<file path="config.mk">
export PLATFORM = sky130hd
export DESIGN_NAME = cpu_state_dumper
export DESIGN_NICKNAME = d
export VERILOG_FILES = /design/src/rtl/dbg_pkg.sv /design/src/rtl/word_byte_shifter.sv /design/src/rtl/cpu_state_dumper.sv
export SDC_FILE = /design/constraint.sdc
export NUM_CORES = 1
export LEC_CHECK = 0
export CORE_ASPECT_RATIO = 0.8
export CORE_UTILIZATION = 48
export CTS_BUF_LIST = sky130_fd_sc_hd__clkbuf_4
export DETAILED_ROUTE_END_ITERATION = 16
export MAX_ROUTING_LAYER = met4
export PLACE_DENSITY_LB_ADDON = 0.2
export SETUP_SLACK_MARGIN = 0.1
export SYNTH_ARGS = -nofsm -noshare
export SYNTH_HDL_FRONTEND = slang
export SYNTH_SLANG_ARGS = --single-unit
</file>
<file path="constraint.sdc">
create_clock -name clk -period 3.2 [get_ports clk]
set_clock_uncertainty 0.2 [all_clocks]
set_input_delay 0.32 -clock clk [delete_from_list [all_inputs] [get_ports clk]]
set_output_delay 0.32 -clock clk [all_outputs]
set_load 0.02 [all_outputs]
</file>
<file path="src/rtl/dbg_pkg.sv">
// ============================================================================
// Module      : dbg_pkg
// Description : Shared types and constants for the CPU state dump engine.
// Revision    : 1.0 - initial release
// ============================================================================
`default_nettype none

package dbg_pkg;

    typedef enum logic [3:0] {
        ST_IDLE  = 4'd0,
        ST_HDR   = 4'd1,
        ST_SNAP  = 4'd2,
        ST_RSET  = 4'd3,
        ST_RSEND = 4'd4,
        ST_MSET  = 4'd5,
        ST_MSEND = 4'd6,
        ST_CSUM  = 4'd7,
        ST_DONE  = 4'd8
    } dbg_state_e;

    localparam logic [7:0] DBG_HDR  = 8'hA5;
    localparam int         DBG_NREG = 32;

endpackage

`default_nettype wire

</file>
<file path="src/rtl/word_byte_shifter.sv">
// ============================================================================
// Module      : word_byte_shifter
// Description : Loads a 32-bit word and emits it as 4 bytes, MSB first.
// Revision    : 1.0 - initial release
// ============================================================================
`default_nettype none

module word_byte_shifter (
    input  logic        clk,
    input  logic        rst,
    input  logic        load_i,
    input  logic [31:0] word_i,
    input  logic        ready_i,
    output logic        valid_o,
    output logic [7:0]  byte_o,
    output logic        last_o
);

    logic [31:0] word_q;
    logic [1:0]  idx_q;
    logic        valid_q;

    // A load wins over a shift so the next word can follow the last byte back-to-back.
    always_ff @(posedge clk or posedge rst) begin
        if (rst) begin
            word_q  <= '0;
            idx_q   <= '0;
            valid_q <= 1'b0;
        end else if (load_i) begin
            word_q  <= word_i;
            idx_q   <= '0;
            valid_q <= 1'b1;
        end else if (valid_q && ready_i) begin
            word_q  <= {word_q[23:0], 8'h00};
            idx_q   <= idx_q + 2'd1;
            valid_q <= (idx_q != 2'd3);
        end
    end

    assign valid_o = valid_q;
    assign byte_o  = word_q[31:24];
    assign last_o  = (idx_q == 2'd3);

endmodule

`default_nettype wire

</file>
<file path="src/rtl/cpu_state_dumper.sv">
// ============================================================================
// Module      : cpu_state_dumper
// Description : Snapshots PC/inst, walks registers and a RAM window, and
//               streams a checksummed byte frame to a UART transmitter.
// Revision    : 1.0 - initial release
// ============================================================================
`default_nettype none

module cpu_state_dumper
    import dbg_pkg::*;
#(
    parameter int          MEM_WORDS = 32,
    parameter logic [31:0] MEM_BASE  = 32'd0
) (
    input  logic        clk,
    input  logic        reset,
    input  logic        start,
    input  logic [31:0] cpu_pc,
    input  logic [31:0] cpu_inst,
    output logic [4:0]  rf_addr,
    input  logic [31:0] rf_data,
    output logic [31:0] mem_addr,
    input  logic [31:0] mem_data,
    output logic        cpu_hold,
    output logic [7:0]  tx_data,
    output logic        tx_valid,
    input  logic        tx_ready,
    output logic        busy,
    output logic        done
);

    localparam logic [5:0] c_LAST_REG = 6'(DBG_NREG - 1);
    localparam logic [5:0] c_LAST_MEM = 6'(MEM_WORDS - 1);

    dbg_state_e  state_q, state_d;
    logic [5:0]  cnt_q, cnt_d;
    logic [7:0]  csum_q, csum_d;
    logic [31:0] inst_q, inst_d;

    logic        sh_load, sh_ready, sh_valid, sh_last;
    logic [31:0] sh_word;
    logic [7:0]  sh_byte;
    logic        byte_state, byte_xfer;

    assign byte_state = (state_q == ST_SNAP) || (state_q == ST_RSEND) || (state_q == ST_MSEND);
    assign sh_ready   = tx_ready && byte_state;
    assign byte_xfer  = sh_ready && sh_valid;

    word_byte_shifter u_shifter (
        .clk     (clk),
        .rst     (reset),
        .load_i  (sh_load),
        .word_i  (sh_word),
        .ready_i (sh_ready),
        .valid_o (sh_valid),
        .byte_o  (sh_byte),
        .last_o  (sh_last)
    );

    always_ff @(posedge clk or posedge reset) begin
        if (reset) begin
            state_q <= ST_IDLE;
            cnt_q   <= '0;
            csum_q  <= '0;
            inst_q  <= '0;
        end else begin
            state_q <= state_d;
            cnt_q   <= cnt_d;
            csum_q  <= csum_d;
            inst_q  <= inst_d;
        end
    end

    always_comb begin
        state_d = state_q;
        cnt_d   = cnt_q;
        csum_d  = byte_xfer ? (csum_q ^ sh_byte) : csum_q;
        inst_d  = inst_q;
        sh_load = 1'b0;
        sh_word = cpu_pc;
        done    = 1'b0;
        unique case (state_q)
            ST_IDLE: begin
                if (start) begin
                    state_d = ST_HDR;
                    cnt_d   = '0;
                    csum_d  = '0;
                    inst_d  = cpu_inst;
                    sh_load = 1'b1;
                    sh_word = cpu_pc;
                end
            end
            ST_HDR: begin
                if (tx_ready) state_d = ST_SNAP;
            end
            // cnt 0 is the PC word, cnt 1 the instruction word.
            ST_SNAP: begin
                if (byte_xfer && sh_last) begin
                    if (cnt_q == 6'd0) begin
                        cnt_d   = 6'd1;
                        sh_load = 1'b1;
                        sh_word = inst_q;
                    end else begin
                        cnt_d   = '0;
                        state_d = ST_RSET;
                    end
                end
            end
            ST_RSET: begin
                sh_load = 1'b1;
                sh_word = rf_data;
                state_d = ST_RSEND;
            end
            ST_RSEND: begin
                if (byte_xfer && sh_last) begin
                    if (cnt_q == c_LAST_REG) begin
                        cnt_d   = '0;
                        state_d = ST_MSET;
                    end else begin
                        cnt_d   = cnt_q + 6'd1;
                        state_d = ST_RSET;
                    end
                end
            end
            ST_MSET: begin
                sh_load = 1'b1;
                sh_word = mem_data;
                state_d = ST_MSEND;
            end
            ST_MSEND: begin
                if (byte_xfer && sh_last) begin
                    if (cnt_q == c_LAST_MEM) begin
                        cnt_d   = '0;
                        state_d = ST_CSUM;
                    end else begin
                        cnt_d   = cnt_q + 6'd1;
                        state_d = ST_MSET;
                    end
                end
            end
            ST_CSUM: begin
                if (tx_ready) state_d = ST_DONE;
            end
            ST_DONE: begin
                done    = 1'b1;
                state_d = ST_IDLE;
            end
            default: state_d = ST_IDLE;
        endcase
    end

    always_comb begin
        tx_valid = 1'b0;
        tx_data  = 8'h00;
        unique case (state_q)
            ST_HDR: begin
                tx_valid = 1'b1;
                tx_data  = DBG_HDR;
            end
            ST_CSUM: begin
                tx_valid = 1'b1;
                tx_data  = csum_q;
            end
            ST_SNAP, ST_RSEND, ST_MSEND: begin
                tx_valid = sh_valid;
                tx_data  = sh_byte;
            end
            default: begin
                tx_valid = 1'b0;
                tx_data  = 8'h00;
            end
        endcase
    end

    // The DONE cycle already releases the CPU, so busy spans HDR..CSUM only.
    assign busy     = (state_q != ST_IDLE) && (state_q != ST_DONE);
    assign cpu_hold = busy;

    assign rf_addr  = ((state_q == ST_RSET) || (state_q == ST_RSEND)) ? cnt_q[4:0] : 5'd0;
    assign mem_addr = ((state_q == ST_MSET) || (state_q == ST_MSEND))
                    ? (MEM_BASE + {24'd0, cnt_q, 2'b00}) : MEM_BASE;

endmodule

`default_nettype wire
</file>
==> results.cfg <==
[status]
status = complete, no violations

[placed_design]
hpwl_um = 11600
io_buffers = 154
dp.cells = 890
gp_congestion = 0.879
dpl-instance-area_mm2 = 0.00719

[timing]
tns_ns = 0
setup_viol = 0
tightest_slew_ns = 1.23
timing.final.crit_period_ns = 2.95
max_freq_ghz = 0.339
max_slew_margin_pct = 18.2
rsz0062_at_grt = false
maxSlewViolCount = 0
finalCritPeriodShare_pct = 92.1
hold_viol = 0

[route]
wl_per_cell_um = 18.4
num_vias = 5410
drt_iter0_markers = 442
post-route-drc-count = 0
routed_wl_um = 16700
drtAntennaViolNets = 0
firstDrtPassIters = 5
via_per_inst = 5.97

[synth]
syn_inst = 635
mappedNetlistArea_mm2 = 0.00562
seq_area_frac_synth_pct = 37.8
yosysUniqueCellTypes = 55
yosys_warnings = 0
synth-edff-count = 0
syn_area_per_cell_um2 = 8.86
synthFlopType = dfrtp_1
synthArstFlopShare_pct = 100
ys_seq_elements = 85

[floorplanning]
die_h_um = 98.8
ioPinCount = 181
die_w_um = 123
core_mm2 = 0.0111
initial_utilization_pct = 50.5
die_area_mm2 = 0.0122
row_count = 34

[setup_path]
cp-end-kind = output pin
crit_arrival_ns = 2.43
startpoint_type = register
timing.rr.end = u_shifter.word_q[9]$_DFFE_PP0P_
crit_required_ns = 2.68
cp_cell_sequence = buf_4 -> and3_1 -> a22oi_1 -> nor2_1 -> clkdlybuf4s50_1
path_buf_inv = 2
reg2reg_depth = 4
slowest_stage = clkdlybuf4s50_1
r2r_slack_ns = 0.30
path_delay_family = buffers and inverters
worstSetupPathType = reg -> out
cp_max_fo = 26
slowest_delay_ns = 0.60
rr_startpoint = state_q[3]$_DFFE_PP0P_

[global_route]
grt_use_met1_pct = 40.1
top_usage_layer = met2
antenna_found_initial = 0
grt_pass1_vias = 5144
grt_pass1_wl_um = 26400
grt_usage_pct = 28.8
gr-usage-met2_pct = 42.9
grt.overflow.total = 0
gr-usage-met3_pct = 5.21
grt_max_degree = 86

[clocking]
cts_setup_buffers = 0
clkTransAtPathRegs_ns = 0.15
cts_root_buffer = clkbuf_4
clk_latency_ns = 0.46
h-tree-depth = 3
cts_buffers = 9
cts_sinks = 85
cts_tree = done
clock_path_buffers = 2

[layout]
syn2layout_area_growth_pct = 31.2
final_core_util_pct = 66.2
layout_common_cells = clkdlybuf4s50_1 (154), dfrtp_1 (82), nor2_1 (76)
final_common_cell = clkdlybuf4s50_1
diodes = 0
final_cell_area_mm2 = 0.00738
instances_no_fill = 906
drive_above_1_share_pct = 9.58
finalNetCount = 892

[power_and_ir_drop]
ir_drop_mv = 0.364
leakagePower_nw = 3.05
powerDensity_mw_per_mm2 = 826
power.total_mw = 6.10

[hold_path]
holdCritPathClass = in -> async

[run]
maxCapViolations = 0
tightest hold or removal path: stages:
cell             delay, ns
clkdlybuf4s50_1       0.41
clkinv_2              0.06
buf_12                0.34
synth_stat cells (6+ instances only):
| cell type | n | area (µm²) |
|---|---|---|
| mux2_1 | 7 | 78.8 |
| nand3_1 | 7 | 35.0 |
| mux2_2 | 26 | 293 |
| nor3_1 | 7 | 35.0 |
| inv_1 | 6 | 22.5 |
| xor2_1 | 10 | 87.6 |
| nand2_1 | 48 | 180 |
| o21ai_0 | 16 | 80.1 |
| a221oi_1 | 23 | 201 |
| a2bb2oi_1 | 40 | 350 |
| clkbuf_1 | 37 | 139 |
| o21bai_1 | 25 | 188 |
| and2_1 | 10 | 62.6 |
| nor2_1 | 77 | 289 |
| dfrtp_1 | 85 | 2130 |
| buf_4 | 30 | 225 |
| and3_1 | 13 | 81.3 |
| a21oi_1 | 34 | 170 |
| mux2i_1 | 9 | 90.1 |
| o22ai_1 | 31 | 194 |
| o21a_1 | 23 | 173 |
| o31ai_1 | 11 | 82.6 |
| buf_2 | 15 | 75.1 |
cell families after synthesis:
logic type | synth area share [%]
flops | 37.8
mux | 8.21
buf+inv | 8.48
other cells | 0.0667
xor+xnor | 1.71
simple gates | 14.6
compound gates | 28.4
fa+ha+maj | 0.667
per-layer routing:
layer / up-vias / share of wire [%]
met4: 0 / 1.5
met5: - / 0
met3: 22 / 7.2
met2: 252 / 47
met1: 2618 / 44
li1: 2518 / -
registers in the layout (all words and copies together) (netlist names):
| register | cells |
|---|---|
| u_shifter.valid_o | 1 |
| cnt_q | 6 |
| u_shifter.idx_q | 2 |
| u_shifter.word_q | 32 |
| inst_q | 32 |
| csum_q | 8 |
| state_q | 4 |
stage by stage:
step | setup slack (ns) | hold WS, ns
finish | 0.254 | 0.0279
global route | 0.116 | 0.0650
CTS | 0.150 | 0.0679
detailed placement | 0.170 | 0.283
global placement | 0.313 | 0.269
floorplan | 0.487 | 0.217
final cells by class:
class | count | area [µm²]
inverters | 7 | 28.8
clock buffers | 9 | 67.6
fillers | 933 | 3770
well taps | 144 | 180
repair buffers | 171 | 1730
clock inverters | 7 | 114
multi-input cells | 483 | 3130
flip-flops and latches | 85 | 2130
repair_timing:
action | 4_1_cts | 5_1_grt
gates resized for setup | 2 | 2
setup endpoints to repair | 5 | 36
hold buffers | 0 | 0
how the worst max path moves through the flow:
stage / startpoint / end / slack [ns] / depth (start not counted)
after floorplan: reset / cnt_q[0]$_DFFE_PP0P_ / 0.49 / 1
after global placement: tx_ready / u_shifter.word_q[9]$_DFFE_PP0P_ / 0.31 / 6
after detailed placement: tx_ready / u_shifter.word_q[19]$_DFFE_PP0P_ / 0.17 / 6
after CTS: state_q[1]$_DFFE_PP0P_ / rf_addr[2] / 0.15 / 6
after global routing: state_q[3]$_DFFE_PP0P_ / u_shifter.word_q[9]$_DFFE_PP0P_ / 0.12 / 4
final: state_q[0]$_DFFE_PP0P_ / tx_data[3] / 0.25 / 5
where the power goes:
part | switching (mW) | leakage, nW | total [mW] | internal (mW)
Clock | 0.391 | 0.0997 | 0.784 | 0.393
Sequential | 0.362 | 1.05 | 1.91 | 1.55
Combinational | 1.86 | 1.90 | 3.40 | 1.54
(Power assumes the default switching activity.)
